**config.mk**
```make
export PLATFORM = sky130hd
export DESIGN_NAME = osd_candidate_reader_flat
export DESIGN_NICKNAME = d
export VERILOG_FILES = /design/src/rtl/osd_candidate_reader_if.sv /design/src/rtl/osd_candidate_reader.sv /design/src/flat_wrapper.sv
export SDC_FILE = /design/constraint.sdc
export NUM_CORES = 1
export LEC_CHECK = 0
export ABC_AREA = 1
export CELL_PAD_IN_SITES_DETAIL_PLACEMENT = 0
export CELL_PAD_IN_SITES_GLOBAL_PLACEMENT = 1
export CORE_MARGIN = 5
export CORE_UTILIZATION = 27
export DETAILED_ROUTE_END_ITERATION = 16
export MAX_ROUTING_LAYER = met4
export PLACE_DENSITY = 0.94
export SETUP_SLACK_MARGIN = 0.02
export SYNTH_ARGS = -nofsm -noshare
export SYNTH_HDL_FRONTEND = slang
export SYNTH_SLANG_ARGS = --single-unit
```
**constraint.sdc**
```tcl
create_clock -name clk -period 22.1 [get_ports clk]
set_input_delay 6.63 -clock clk [delete_from_list [all_inputs] [get_ports clk]]
set_output_delay 6.63 -clock clk [all_outputs]
set_load 0.1 [all_outputs]
```
**src/rtl/osd_candidate_reader_if.sv**
```systemverilog
// Bundle of the OSD candidate reader: upstream candidate bus, downstream
// candidate stream with valid/ready, and the end-of-walk best-candidate report.
interface osd_candidate_reader_if #(
  parameter int K = 8,
  parameter int W = 4
);
  localparam int TOTAL  = K + K*(K-1)/2;
  localparam int IDX_W  = $clog2(TOTAL+1);
  localparam int COST_W = W + $clog2(K+1);

  logic                 start;
  logic                 cands_done;
  logic [TOTAL*K-1:0]   candidates;
  logic [31:0]          candidate_count;
  logic [K-1:0]         a1k_flat;
  logic [K*W-1:0]       rel_flat;
  logic [K-1:0]         cand_out;
  logic [IDX_W-1:0]     cand_index;
  logic                 cand_valid;
  logic                 cand_ready;
  logic                 busy;
  logic [K-1:0]         best_candidate;
  logic [IDX_W-1:0]     best_index;
  logic [COST_W-1:0]    best_cost;
  logic                 best_valid;
  logic                 done;

  // The reader drives the stream and the report; master is the reader side.
  modport master (
    input  start, cands_done, candidates, candidate_count, a1k_flat, rel_flat,
           cand_ready,
    output cand_out, cand_index, cand_valid, busy, best_candidate, best_index,
           best_cost, best_valid, done
  );

  modport slave (
    output start, cands_done, candidates, candidate_count, a1k_flat, rel_flat,
           cand_ready,
    input  cand_out, cand_index, cand_valid, busy, best_candidate, best_index,
           best_cost, best_valid, done
  );
endinterface

```
**src/rtl/osd_candidate_reader.sv**
```systemverilog
// Walks the OSD flipping-component candidates in index order, streams each one
// downstream and tracks the minimum soft-flip-cost candidate of the walk.
module osd_candidate_reader #(
  parameter int K      = 8,
  parameter int W      = 4,
  parameter int TOTAL  = K + K*(K-1)/2,
  parameter int COST_W = W + $clog2(K+1),
  parameter int IDX_W  = $clog2(TOTAL+1)
) (
  input logic clk,
  input logic rst,
  osd_candidate_reader_if.master bus
);

  typedef enum logic [1:0] {
    IDLE   = 2'd0,
    STREAM = 2'd1,
    FINISH = 2'd2
  } state_t;

  state_t           state;
  logic [IDX_W-1:0] last_idx;

  function automatic logic [IDX_W-1:0] clamp_count(input logic [31:0] cnt);
    if (cnt > 32'(TOTAL)) return IDX_W'(TOTAL);
    return cnt[IDX_W-1:0];
  endfunction

  // Sum of reliabilities over the MRI positions the candidate flipped.
  function automatic logic [COST_W-1:0] flip_cost(
    input logic [K-1:0]   cand,
    input logic [K-1:0]   a1k,
    input logic [K*W-1:0] rel
  );
    logic [COST_W-1:0] acc;
    acc = '0;
    for (int j = 0; j < K; j++) begin
      if (cand[j] ^ a1k[j]) acc = acc + {{(COST_W-W){1'b0}}, rel[j*W +: W]};
    end
    return acc;
  endfunction

  // Explicit mux keeps the index in range even when it runs one past TOTAL.
  function automatic logic [K-1:0] cand_at(
    input logic [TOTAL*K-1:0] flat,
    input logic [IDX_W-1:0]   i
  );
    logic [K-1:0] c;
    c = '0;
    for (int t = 0; t < TOTAL; t++) begin
      if (i == IDX_W'(t)) c = flat[t*K +: K];
    end
    return c;
  endfunction

  logic              hs_p0;
  logic [COST_W-1:0] cost_p0;
  logic [IDX_W-1:0]  idx_next;
  logic [IDX_W-1:0]  n_start;

  assign hs_p0    = (state == STREAM) && bus.cand_valid && bus.cand_ready;
  assign cost_p0  = flip_cost(bus.cand_out, bus.a1k_flat, bus.rel_flat);
  assign idx_next = bus.cand_index + 1'b1;
  assign n_start  = clamp_count(bus.candidate_count);

  // ---- walk FSM: handshake stage p0 feeds the registered best-candidate state
  always_ff @(posedge clk) begin
    if (rst) begin
      state              <= IDLE;
      last_idx           <= '0;
      bus.cand_out       <= '0;
      bus.cand_index     <= '0;
      bus.cand_valid     <= 1'b0;
      bus.busy           <= 1'b0;
      bus.best_candidate <= '0;
      bus.best_index     <= '0;
      bus.best_cost      <= '1;
      bus.best_valid     <= 1'b0;
      bus.done           <= 1'b0;
    end else begin
      case (state)
        IDLE: begin
          bus.done <= 1'b0;
          if (bus.start && bus.cands_done) begin
            bus.busy           <= 1'b1;
            bus.best_candidate <= '0;
            bus.best_index     <= '0;
            bus.best_cost      <= '1;
            bus.best_valid     <= 1'b0;
            last_idx           <= n_start - 1'b1;
            if (n_start == '0) begin
              state <= FINISH;
            end else begin
              state          <= STREAM;
              bus.cand_valid <= 1'b1;
              bus.cand_index <= '0;
              bus.cand_out   <= cand_at(bus.candidates, '0);
            end
          end
        end

        STREAM: begin
          if (hs_p0) begin
            // Strict less-than keeps the earliest index on equal cost.
            if (!bus.best_valid || (cost_p0 < bus.best_cost)) begin
              bus.best_candidate <= bus.cand_out;
              bus.best_index     <= bus.cand_index;
              bus.best_cost      <= cost_p0;
              bus.best_valid     <= 1'b1;
            end
            if (bus.cand_index == last_idx) begin
              bus.cand_valid <= 1'b0;
              state          <= FINISH;
            end else begin
              bus.cand_index <= idx_next;
              bus.cand_out   <= cand_at(bus.candidates, idx_next);
            end
          end
        end

        FINISH: begin
          bus.done <= 1'b1;
          bus.busy <= 1'b0;
          state    <= IDLE;
        end

        default: state <= IDLE;
      endcase
    end
  end

endmodule

```
**src/flat_wrapper.sv**
```systemverilog
// flat-port wrapper written by rule: the top's interface ports become plain ports
module osd_candidate_reader_flat 
#(
  parameter int K      = 8,
  parameter int W      = 4,
  parameter int TOTAL  = K + K*(K-1)/2,
  parameter int COST_W = W + $clog2(K+1),
  parameter int IDX_W  = $clog2(TOTAL+1)
)
  (clk, rst, bus_start, bus_cands_done, bus_candidates, bus_candidate_count, bus_a1k_flat, bus_rel_flat, bus_cand_ready, bus_cand_out, bus_cand_index, bus_cand_valid, bus_busy, bus_best_candidate, bus_best_index, bus_best_cost, bus_best_valid, bus_done);
  osd_candidate_reader_if #(.K(K), .W(W)) bus_i ();
  input logic clk;
  input logic rst;
  input wire logic [$bits(bus_i.start)-1:0] bus_start;
  input wire logic [$bits(bus_i.cands_done)-1:0] bus_cands_done;
  input wire logic [$bits(bus_i.candidates)-1:0] bus_candidates;
  input wire logic [$bits(bus_i.candidate_count)-1:0] bus_candidate_count;
  input wire logic [$bits(bus_i.a1k_flat)-1:0] bus_a1k_flat;
  input wire logic [$bits(bus_i.rel_flat)-1:0] bus_rel_flat;
  input wire logic [$bits(bus_i.cand_ready)-1:0] bus_cand_ready;
  output wire logic [$bits(bus_i.cand_out)-1:0] bus_cand_out;
  output wire logic [$bits(bus_i.cand_index)-1:0] bus_cand_index;
  output wire logic [$bits(bus_i.cand_valid)-1:0] bus_cand_valid;
  output wire logic [$bits(bus_i.busy)-1:0] bus_busy;
  output wire logic [$bits(bus_i.best_candidate)-1:0] bus_best_candidate;
  output wire logic [$bits(bus_i.best_index)-1:0] bus_best_index;
  output wire logic [$bits(bus_i.best_cost)-1:0] bus_best_cost;
  output wire logic [$bits(bus_i.best_valid)-1:0] bus_best_valid;
  output wire logic [$bits(bus_i.done)-1:0] bus_done;
  assign bus_i.start = bus_start;
  assign bus_i.cands_done = bus_cands_done;
  assign bus_i.candidates = bus_candidates;
  assign bus_i.candidate_count = bus_candidate_count;
  assign bus_i.a1k_flat = bus_a1k_flat;
  assign bus_i.rel_flat = bus_rel_flat;
  assign bus_i.cand_ready = bus_cand_ready;
  assign bus_cand_out = bus_i.cand_out;
  assign bus_cand_index = bus_i.cand_index;
  assign bus_cand_valid = bus_i.cand_valid;
  assign bus_busy = bus_i.busy;
  assign bus_best_candidate = bus_i.best_candidate;
  assign bus_best_index = bus_i.best_index;
  assign bus_best_cost = bus_i.best_cost;
  assign bus_best_valid = bus_i.best_valid;
  assign bus_done = bus_i.done;
  osd_candidate_reader #(.K(K), .W(W), .TOTAL(TOTAL), .COST_W(COST_W), .IDX_W(IDX_W)) u_core (.clk(clk), .rst(rst), .bus(bus_i));
endmodule
```
### After elaboration in Yosys (flattened, before gate mapping)

Cells that the tools add are included.
Widths: inputs -> output; s select.

* add/sub/neg operators: 9
* order comparisons: 2
* equality and inequality tests: 44
* muxes and demuxes: 86
* bitwise operators: 8
* reductions and logical operators: 16

Operator list (number)
* $mux 8: 53
* $eq 6x5->1 const B: 16
* $mux 6: 9
* $add 8x4->8: 6
* $eq 6x4->1 const B: 8
* $pmux 8 s2: 3
* $gt 32x6->1 const B: 1
* $eq 6x3->1 const B: 4
* $eq 6x6->1 const B: 4
* $pmux 6 s2: 2
* $eq 6x2->1 const B: 2
* $logic_not 6->1: 2
* $reduce_and 5->1: 2
* $mux 1: 9
* $lt 8x8->1: 1
* $mux 2: 4
* $ne 2x2->1 const B: 4
* $pmux 1 s2: 4
* $xor 1x1->1: 8
* $add 6x1->6 const B: 1
* $eq 6x1->1 const B: 1
* $eq 6x6->1: 1
* $sub 6x1->6 const B: 1
* $add 4x4->5: 1
* 13 further kinds: 18

* register bits: 48
* input port bits: 365
* output and inout bits: 40

### Logic depth before layout (Yosys ltp)

Gate-level depths: netlist of the first run.

* depth in word-level cells: 41
* mapped depth: 46
* depth with buffers taken out: 46

### Worst setup path before layout of the first run

OpenSTA, ideal clock, no wires.

* path type: input-to-reg
* start: input port bus_a1k_flat[0]
* end: register u_core.bus.best_index[0]
* library setup time: 0.071 ns
* data arrival time: 14.645 ns
* required time: 22.029 ns
* setup slack: 7.385 ns
* stages: 45
* path buffers: 1
* cell sequence: or2_1 nand2_1 nor2_1 ha_1 inv_1 fa_1 o21ai_0 fa_1 nand2_1 nand2_1 fa_1 inv_1 o21ai_0 inv_1 fa_1 o21ai_0 inv_1 fa_1 (+9 left out) ha_1 inv_1 nor2_1 inv_1 a211oi_1 nor3b_1 xnor2_1 inv_1 ha_1 nand2_1 inv_1 a221o_1 o211ai_2 nand2_2 inv_2 buf_6 nand3_1 a21oi_1

* cells in the longest elaborated chain, start to end: 20

RTL lines
* from (decl): line flat_wrapper.sv:18 `input wire logic [$bits(bus_i.a1k_flat)-1:0] bus_a1k_flat;`
* $xor 1x1->1 (*): line osd_candidate_reader.sv:38 `if (cand[j] ^ a1k[j]) acc = acc + {{(COST_W-W){1'b0}}, rel[j*W +: W]};`
* $mux 4 (*): line osd_candidate_reader.sv:38
* $add 4x4->5: line osd_candidate_reader.sv:38
* $mux 8 (*): line osd_candidate_reader.sv:38
* $add 8x4->8: line osd_candidate_reader.sv:38
* $mux 8 (*): line osd_candidate_reader.sv:38
* $add 8x4->8: line osd_candidate_reader.sv:38
* $mux 8 (*): line osd_candidate_reader.sv:38
* (+4 left out)
* $add 8x4->8: line osd_candidate_reader.sv:38
* $mux 8 (*): line osd_candidate_reader.sv:38
* $add 8x4->8: line osd_candidate_reader.sv:38
* $mux 8 (*): line osd_candidate_reader.sv:38
* $lt 8x8->1 (*): line osd_candidate_reader.sv:105 `if (!bus.best_valid || (cost_p0 < bus.best_cost)) begin`
* $logic_or 1x1->1 (*): line osd_candidate_reader.sv:105
* $ne 2x2->1 (no source line) (*)
* $reduce_and 4->1 (no source line) (*)
* to (signal assigned): line osd_candidate_reader.sv:107 `bus.best_index <= bus.cand_index;`
* to (decl): line osd_candidate_reader_if.sv:32 `output cand_out, cand_index, cand_valid, busy, best_candidate, best_index,`

Mark *: on every way between the ends. The rest lies on a longest branch, timed or not.
A chain may end at the register's enable or synchronous reset.

### Final worst setup path of the first run

* start: input port bus_a1k_flat[0]
* end: register u_core.bus.best_cost[3] (netlist bit)

* cells in the longest elaborated chain, start to end: 20

RTL lines
* $xor 1x1->1 (*): line osd_candidate_reader.sv:38
* $mux 4 (*): line osd_candidate_reader.sv:38
* $add 4x4->5: line osd_candidate_reader.sv:38
* $mux 8 (*): line osd_candidate_reader.sv:38
* $add 8x4->8: line osd_candidate_reader.sv:38
* $mux 8 (*): line osd_candidate_reader.sv:38
* $add 8x4->8: line osd_candidate_reader.sv:38
* $mux 8 (*): line osd_candidate_reader.sv:38
* (+4 left out)
* $add 8x4->8: line osd_candidate_reader.sv:38
* $mux 8 (*): line osd_candidate_reader.sv:38
* $add 8x4->8: line osd_candidate_reader.sv:38
* $mux 8 (*): line osd_candidate_reader.sv:38
* $lt 8x8->1: line osd_candidate_reader.sv:105
* $logic_or 1x1->1: line osd_candidate_reader.sv:105
* $ne 2x2->1 (no source line)
* $reduce_and 4->1 (no source line)
* to (signal assigned): line osd_candidate_reader.sv:108 `bus.best_cost <= cost_p0;`
* to (decl): line osd_candidate_reader_if.sv:33 `best_cost, best_valid, done`

Mark *: on every way between the ends. The rest lies on a longest branch, timed or not. The select of a mux whose other input is x is not followed.

==> impl_metrics.env, run 1 <==
export IMPL_portBuffers=404
export IMPL_die_y_um=174
export IMPL_p_clk_share_pct=12.7
export IMPL_ys_ff_latch=48
export IMPL_hold_violations=0
export IMPL_cap_viol_max_count=0
export IMPL_fin_setup_tns_ns=0
export IMPL_die_w_um=174
export IMPL_yosysWarningCount=0
export IMPL_clock_path_buffers=2
export IMPL_synth_cells=1325
export IMPL_p_leak_nw=5.28
export IMPL_fin_skew_ns=0.00377
export IMPL_crit_path_top_delay_cell="fa_1"
export IMPL_slew_headroom_pct=18.1
export IMPL_cts_tree="yes"
export IMPL_first_global_vias=9731
export IMPL_antenna_found_initial=7
export IMPL_timing_final_crit_share_pct=73.0
export IMPL_htreeDepth=2
export IMPL_cp_max_fo=23
export IMPL_drt_iter0_drc=509
export IMPL_initial_utilization_pct=27.2
export IMPL_place_area_mm2=0.0117
export IMPL_powerDensity_mw_per_mm2=48.0
export IMPL_internal_power_w=0.000304
export IMPL_fin_crit_ns=16.14
export IMPL_dieArea_mm2=0.0303
export IMPL_cts_setup_buffers=0
export IMPL_holdWs_ns=0.464
export IMPL_rsz0062_at_grt="no"
export IMPL_drt_pass1_iter_count=5
export IMPL_seq_power_share_pct=17.1
export IMPL_worstSkewPairLatency_ns=0.28
export IMPL_synth_area_leaders="nand2_1 (22%), dfxtp_1 (13%), a21oi_1 (12%)"
export IMPL_p_comb_share_pct=70.2
export IMPL_final_cells=2060
export IMPL_yosysTopAreaCell="nand2_1"
export IMPL_crit_type="in -> reg"
export IMPL_synth_ff_type="dfxtp_1"
export IMPL_grt_max_degree=31
export IMPL_cts_resized=0
export IMPL_routed_wirelength_um=34700
export IMPL_dp_hpwl_um=30100
export IMPL_drtAntennaViolNets=0
export IMPL_slowest_delay_ns=0.52
export IMPL_layout_drive_gt1_share_pct=4.85
export IMPL_synth_nets=1739
export IMPL_yosys_cell_count_top_type="nand2_1"
export IMPL_cts_sinks=48
export IMPL_max_vdd_ir_drop_v=0.0000300
export IMPL_min_path_type="reg -> reg"
export IMPL_io_pins=405
export IMPL_switching_share_pct=46.4
export IMPL_netlist_area_leader_share_pct=21.5
export IMPL_power_switching_w=0.000263
export IMPL_synth_edff_count=0
export IMPL_clock_fmax_ghz=0.0620
export IMPL_fillCellCount=2852
export IMPL_numCtsBuffers=5
export IMPL_finalWeightedCongestion=0.990
export IMPL_syn_area_per_cell_um2=5.49
export IMPL_grt_pass1_wl_um=52600
export IMPL_fin_area_mm2=0.0118
export IMPL_end_kind="register"
export IMPL_ys_async_sr_fraction_pct=0
export IMPL_synth_distinct_cells=46
export IMPL_arrival_ns=16.28
export IMPL_grt_overflow=0
export IMPL_clkTransAtPathRegs_ns=0.06
export IMPL_nets=2126
export IMPL_root_buffer="clkbuf_16"
export IMPL_critPathLaunchType="primary input"
export IMPL_remaining_drc_errors=0
export IMPL_netlist_top_cells_count="nand2_1 (417), nor2_1 (182), a21oi_1 (181)"
export IMPL_row_count=60
export IMPL_placedCellCount=2046
export IMPL_netlist_area_mm2=0.00728
export IMPL_vias=9862
export IMPL_crit_top_cell="inv_1"
export IMPL_finalSetupViolations=0
export IMPL_yosysSeqAreaShare_pct=13.2
export IMPL_status="finished clean"
export IMPL_slew_violations=0
export IMPL_regArea_um2=961
export IMPL_area_growth_pct=62.2
export IMPL_multiInputGateArea_mm2=0.00568
export IMPL_coreArea_mm2=0.0267
export IMPL_via_per_inst=4.79
export IMPL_holdBufCountCts=0
export IMPL_wl_per_cell_um=16.9
export IMPL_tightest_slew_ns=1.22
export IMPL_fin_util_pct=44.2
export IMPL_globalRouteTotalUtil_pct=22.1
export IMPL_critPathRequiredTime_ns=22.25
## layout by cell type, fill, tap and decap left out, types with 5 or more instances in the layout
| cell type | instances |
|---|---|
| inv_2 | 8 |
| o22ai_1 | 9 |
| xor2_1 | 16 |
| diode_2 | 7 |
| dfxtp_1 | 48 |
| nand2_2 | 9 |
| nand3_1 | 76 |
| or2_2 | 32 |
| nor3_1 | 12 |
| xnor2_1 | 16 |
| a21oi_1 | 181 |
| nand2_1 | 417 |
| o211ai_1 | 5 |
| fa_1 | 7 |
| inv_1 | 112 |
| nor3_2 | 5 |
| nor4_1 | 6 |
| buf_4 | 7 |
| clkbuf_16 | 5 |
| a211oi_1 | 14 |
| o21ai_0 | 42 |
| clkinv_1 | 10 |
| nor2_1 | 182 |
| ha_1 | 42 |
| nand4_1 | 9 |
| clkdlybuf4s50_1 | 404 |
## through the flow
stage	setup WS (ns)	power [W]
finish	5.96	0.000567
global route	5.02	0.000624
CTS	5.97	0.000568
detailed placement	5.74	0.000495
global placement	5.94	0.000491
floorplan	7.38	0.000356
## layout make-up
cell class | count | area share [%]
multi-input combinational | 1116 | 48.1
inverter | 130 | 4.13
clock inverter | 1 | 0.0424
tap | 341 | 3.61
clock buffer | 6 | 1.09
antenna | 7 | 0.148
sequential | 48 | 8.14
timing repair buffer | 411 | 34.7
## cell families (layout without fill, tap and decap cells)
| group | Yosys count | in the layout | share of synthesized area, % |
|---|---|---|---|
| flops | 48 | 48 | 13.2 |
| mux | 3 | 3 | 0.464 |
| xor+xnor | 33 | 33 | 4.23 |
| buf+inv | 161 | 548 | 8.82 |
| compound gates | 263 | 263 | 19.3 |
| fa+ha+maj | 49 | 49 | 9.15 |
| simple gates | 768 | 768 | 44.8 |
| other cells | 0 | 7 | 0 |
## worst max-delay path, delay by kind of cell
kind / cells / cell delay (ns)
adders and majority gates: 9 / 3.54
AOI/OAI and AO/OA: 10 / 2.75
buffers and inverters: 12 / 1.54
and+or+nand+nor: 13 / 1.52
xor gates and xnor gates: 2 / 0.32
## flip-flops by register name, indices dropped and copies added, names as in the netlist
register                   count
u_core.last_idx                6
u_core.bus.best_valid          1
u_core.bus.done                1
u_core.bus.busy                1
u_core.bus.best_cost           8
u_core.bus.cand_index          6
u_core.bus.best_candidate      8
u_core.bus.best_index          6
u_core.state                   2
u_core.bus.cand_valid          1
u_core.bus.cand_out            8
## per-layer routing
| layer | global-route usage, % | part of all wire (%) | wire length [um] |
|---|---|---|---|
| met1 | 26.9 | 43 | 14800 |
| met4 | 6.47 | 2.3 | 784 |
| met2 | 37.5 | 49 | 17000 |
| met3 | 3.70 | 6.1 | 2120 |
| met5 | - | 0 | 0 |
## power by group through the flow
stage           clock, W  combinational (W)  sequential (W)
2_1_floorplan          0           0.000236        0.000120
3_3_place_gp           0           0.000392       0.0000988
3_5_place_dp           0           0.000396       0.0000988
4_1_cts        0.0000723           0.000399       0.0000969
5_1_grt        0.0000758           0.000451       0.0000975
6_report       0.0000717           0.000398       0.0000970
## path summary, 6_finish.rpt
path / from / endpoint / slack [ns] / cells after the start
setup / recovery: bus_a1k_flat[0] / u_core.bus.best_cost[3] / 5.96 / 46
hold / removal: u_core.bus.busy / u_core.bus.busy / 0.46 / 2
setup reg to reg: u_core.bus.cand_out[0] / u_core.bus.best_cost[3] / 12.26 / 45
hold reg to reg: u_core.bus.busy / u_core.bus.busy / 0.46 / 2
Power figures use the tool's default switching activity.
==> run 2: changes to the inputs <==
Settings changed: CORE_UTILIZATION 27 to 25, PLACE_DENSITY 0.94 to 0.89.
Clock period 22.1 ns to 16.2 ns, I/O delays scaled along.
==> run 2 against run 1 <==
  * Design area increased by 1.1%
  * Sequential cell count unchanged
  * Combinational power increased by 37%
  * Sequential share of layout area fell by 0.085 points
  * Final cell count rose by 1.8%
  * Via count grew 1.8%
  * Setup slack got worse by 4.1 ns
  * Routed wire length rose by 2.0%
  * Hold slack barely moved
  * Sequential power increased by 36%
  * Critical endpoint unchanged
  * Highest routed layer unchanged
==> impl_metrics.env, run 2 (synthesis results as in run 1) <==
export IMPL_rr_startpoint="u_core.bus.cand_out[0]"
export IMPL_numCtsBuffers=5
export IMPL_reg_top3="u_core.bus.best_candidate (8), u_core.bus.best_cost (8), u_core.bus.cand_out (8)"
export IMPL_globalRouteTotalUtil_pct=20.7
export IMPL_final_common_cell="nand2_1"
export IMPL_arrival_ns=14.50
export IMPL_critPathLaunchType="primary input"
export IMPL_finalSetupViolations=0
export IMPL_finalWeightedCongestion=1.01
export IMPL_io_pins=405
export IMPL_grt_overflow=0
export IMPL_wl_per_cell_um=16.9
export IMPL_timing_final_crit_share_pct=88.6
export IMPL_coreArea_mm2=0.0287
export IMPL_grt_util_met2_pct=35.0
export IMPL_antenna_found_initial=0
export IMPL_cts_sinks=48
export IMPL_fin_setup_tns_ns=0
export IMPL_diodes=0
export IMPL_clkTransAtPathRegs_ns=0.06
export IMPL_seq_power_share_pct=16.1
export IMPL_slew_headroom_pct=26.4
export IMPL_routed_wirelength_um=35400
export IMPL_grtUsageMet1_pct=26.1
export IMPL_crit_path_end="u_core.bus.best_cost[3]"
export IMPL_row_count=62
export IMPL_remaining_drc_errors=0
export IMPL_reg2reg_slack_ns=6.40
export IMPL_critPathRequiredTime_ns=16.35
export IMPL_dp_hpwl_um=30600
export IMPL_p_clk_share_pct=17.9
export IMPL_drt_iter0_drc=601
export IMPL_initial_utilization_pct=25.4
export IMPL_fin_area_mm2=0.0119
export IMPL_holdBufCountCts=0
export IMPL_drtAntennaViolNets=0
export IMPL_die_w_um=181
export IMPL_p_comb_share_pct=66.0
export IMPL_layout_common_cells="nand2_1 (417), clkdlybuf4s50_1 (404), nor2_1 (182), a21oi_1 (181), inv_1 (112)"
export IMPL_cap_viol_max_count=0
export IMPL_vias=10000
export IMPL_rsz0062_at_grt="no"
export IMPL_grt_busiest_layer="met2"
export IMPL_htreeDepth=2
export IMPL_first_global_vias=9769
export IMPL_drt_pass1_iter_count=6
export IMPL_layout_drive_gt1_share_pct=5.02
export IMPL_powerDensity_mw_per_mm2=69.2
export IMPL_fin_skew_ns=0.00443
export IMPL_cts_setup_buffers=0
export IMPL_reg2reg_to="u_core.bus.best_cost[3]"
export IMPL_grt_max_degree=31
export IMPL_status="finished clean"
export IMPL_holdWs_ns=0.464
export IMPL_cp_max_fo=23
export IMPL_slew_violations=0
export IMPL_dieArea_mm2=0.0326
export IMPL_multiInputGateArea_mm2=0.00568
export IMPL_clock_path_buffers=2
export IMPL_clock_fmax_ghz=0.0697
export IMPL_end_kind="register"
export IMPL_cts_resized=0
export IMPL_internal_power_w=0.000462
export IMPL_switching_share_pct=44.0
export IMPL_crit_path_top_delay_cell="fa_1"
export IMPL_via_per_inst=4.79
export IMPL_crit_start="bus_a1k_flat[0]"
export IMPL_root_buffer="clkbuf_16"
export IMPL_die_y_um=181
export IMPL_worstSkewPairLatency_ns=0.28
export IMPL_place_area_mm2=0.0117
export IMPL_hold_depth=2
export IMPL_crit_type="in -> reg"
export IMPL_max_vdd_ir_drop_v=0.0000647
export IMPL_grt_pass1_wl_um=53400
export IMPL_regArea_um2=961
export IMPL_p_leak_nw=5.32
export IMPL_hold_violations=0
export IMPL_portBuffers=404
export IMPL_power_switching_w=0.000363
export IMPL_r2r_cells=45
export IMPL_nets=2127
export IMPL_area_growth_pct=63.9
export IMPL_fillCellCount=3045
export IMPL_crit_top_cell="inv_1"
export IMPL_slowest_delay_ns=0.52
export IMPL_min_path_type="reg -> reg"
export IMPL_use_met3_pct=2.97
export IMPL_tightest_slew_ns=1.10
export IMPL_fin_crit_ns=14.35
export IMPL_cts_tree="yes"
## run 2: cell count changes in the layout (fill, tap and decap cells not counted), sizes merged
cell / change
diode: -7
bufinv: +3
buf: +1
clkbuf: -1
clkinv: -1
## run 2: worst max-delay path: cells and delay by family
family / cells / cell delay (ns)
fa+ha+maj: 9 / 3.51
compound gates: 10 / 2.71
simple gates: 13 / 1.58
buf+inv: 12 / 1.50
xor+xnor: 2 / 0.32
## run 2: worst min-delay path by stage
stage,start,end,slack (ns)
finish,u_core.bus.done,u_core.bus.done,0.46
global route,u_core.bus.best_candidate[0],u_core.bus.best_candidate[0],0.50
CTS,u_core.bus.done,u_core.bus.done,0.47
detailed placement,u_core.bus.done,u_core.bus.done,0.46
global placement,u_core.bus.busy,u_core.bus.busy,0.46
floorplan,u_core.last_idx[5],u_core.last_idx[5],0.45
## run 2: cell type report
class | instances | area share (%)
multi-input cells | 1116 | 47.6
repair buffers | 412 | 34.4
flip-flops and latches | 48 | 8.06
inverters | 130 | 4.09
well taps | 384 | 4.03
clock buffers | 5 | 1.05
clock inverters | 3 | 0.755
## run 2: stage by stage
| stage | worst slack, ns | power, W | cells | util (%) |
|---|---|---|---|---|
| after floorplan | 3.25 | 0.000486 | 1325 | - |
| after CTS | 1.82 | 0.000827 | 2098 | 41.6 |
| after detailed placement | 1.57 | 0.000676 | 2090 | 40.8 |
| after global routing | 0.876 | 0.000900 | 2098 | 41.6 |
| final | 1.85 | 0.000825 | 2098 | 41.6 |
| after global placement | 1.81 | 0.000671 | 2090 | 40.8 |
## run 2: metal layers
metal | share of wire (%) | vias to the layer above | routed length [um]
li1 | - | 5105 | -
met1 | 44 | 4529 | 15700
met2 | 48 | 357 | 16900
met3 | 5.4 | 49 | 1910
met4 | 2.4 | 0 | 856
met5 | 0 | - | 0
## run 2: power groups by stage
| stage | clock network [W] | registers [W] | logic [W] |
|---|---|---|---|
| final | 0.000148 | 0.000132 | 0.000545 |
| after detailed placement | 0 | 0.000135 | 0.000541 |
| after global placement | 0 | 0.000135 | 0.000536 |
| after floorplan | 0 | 0.000164 | 0.000322 |
| after CTS | 0.000150 | 0.000132 | 0.000545 |
| after global routing | 0.000155 | 0.000133 | 0.000612 |
==> run 3: changes to the inputs <==
Settings changed: CAP_MARGIN set to 0.
==> results of run 3 <==
Same layout as run 2: the final DEF is identical, and so are final timing and power.
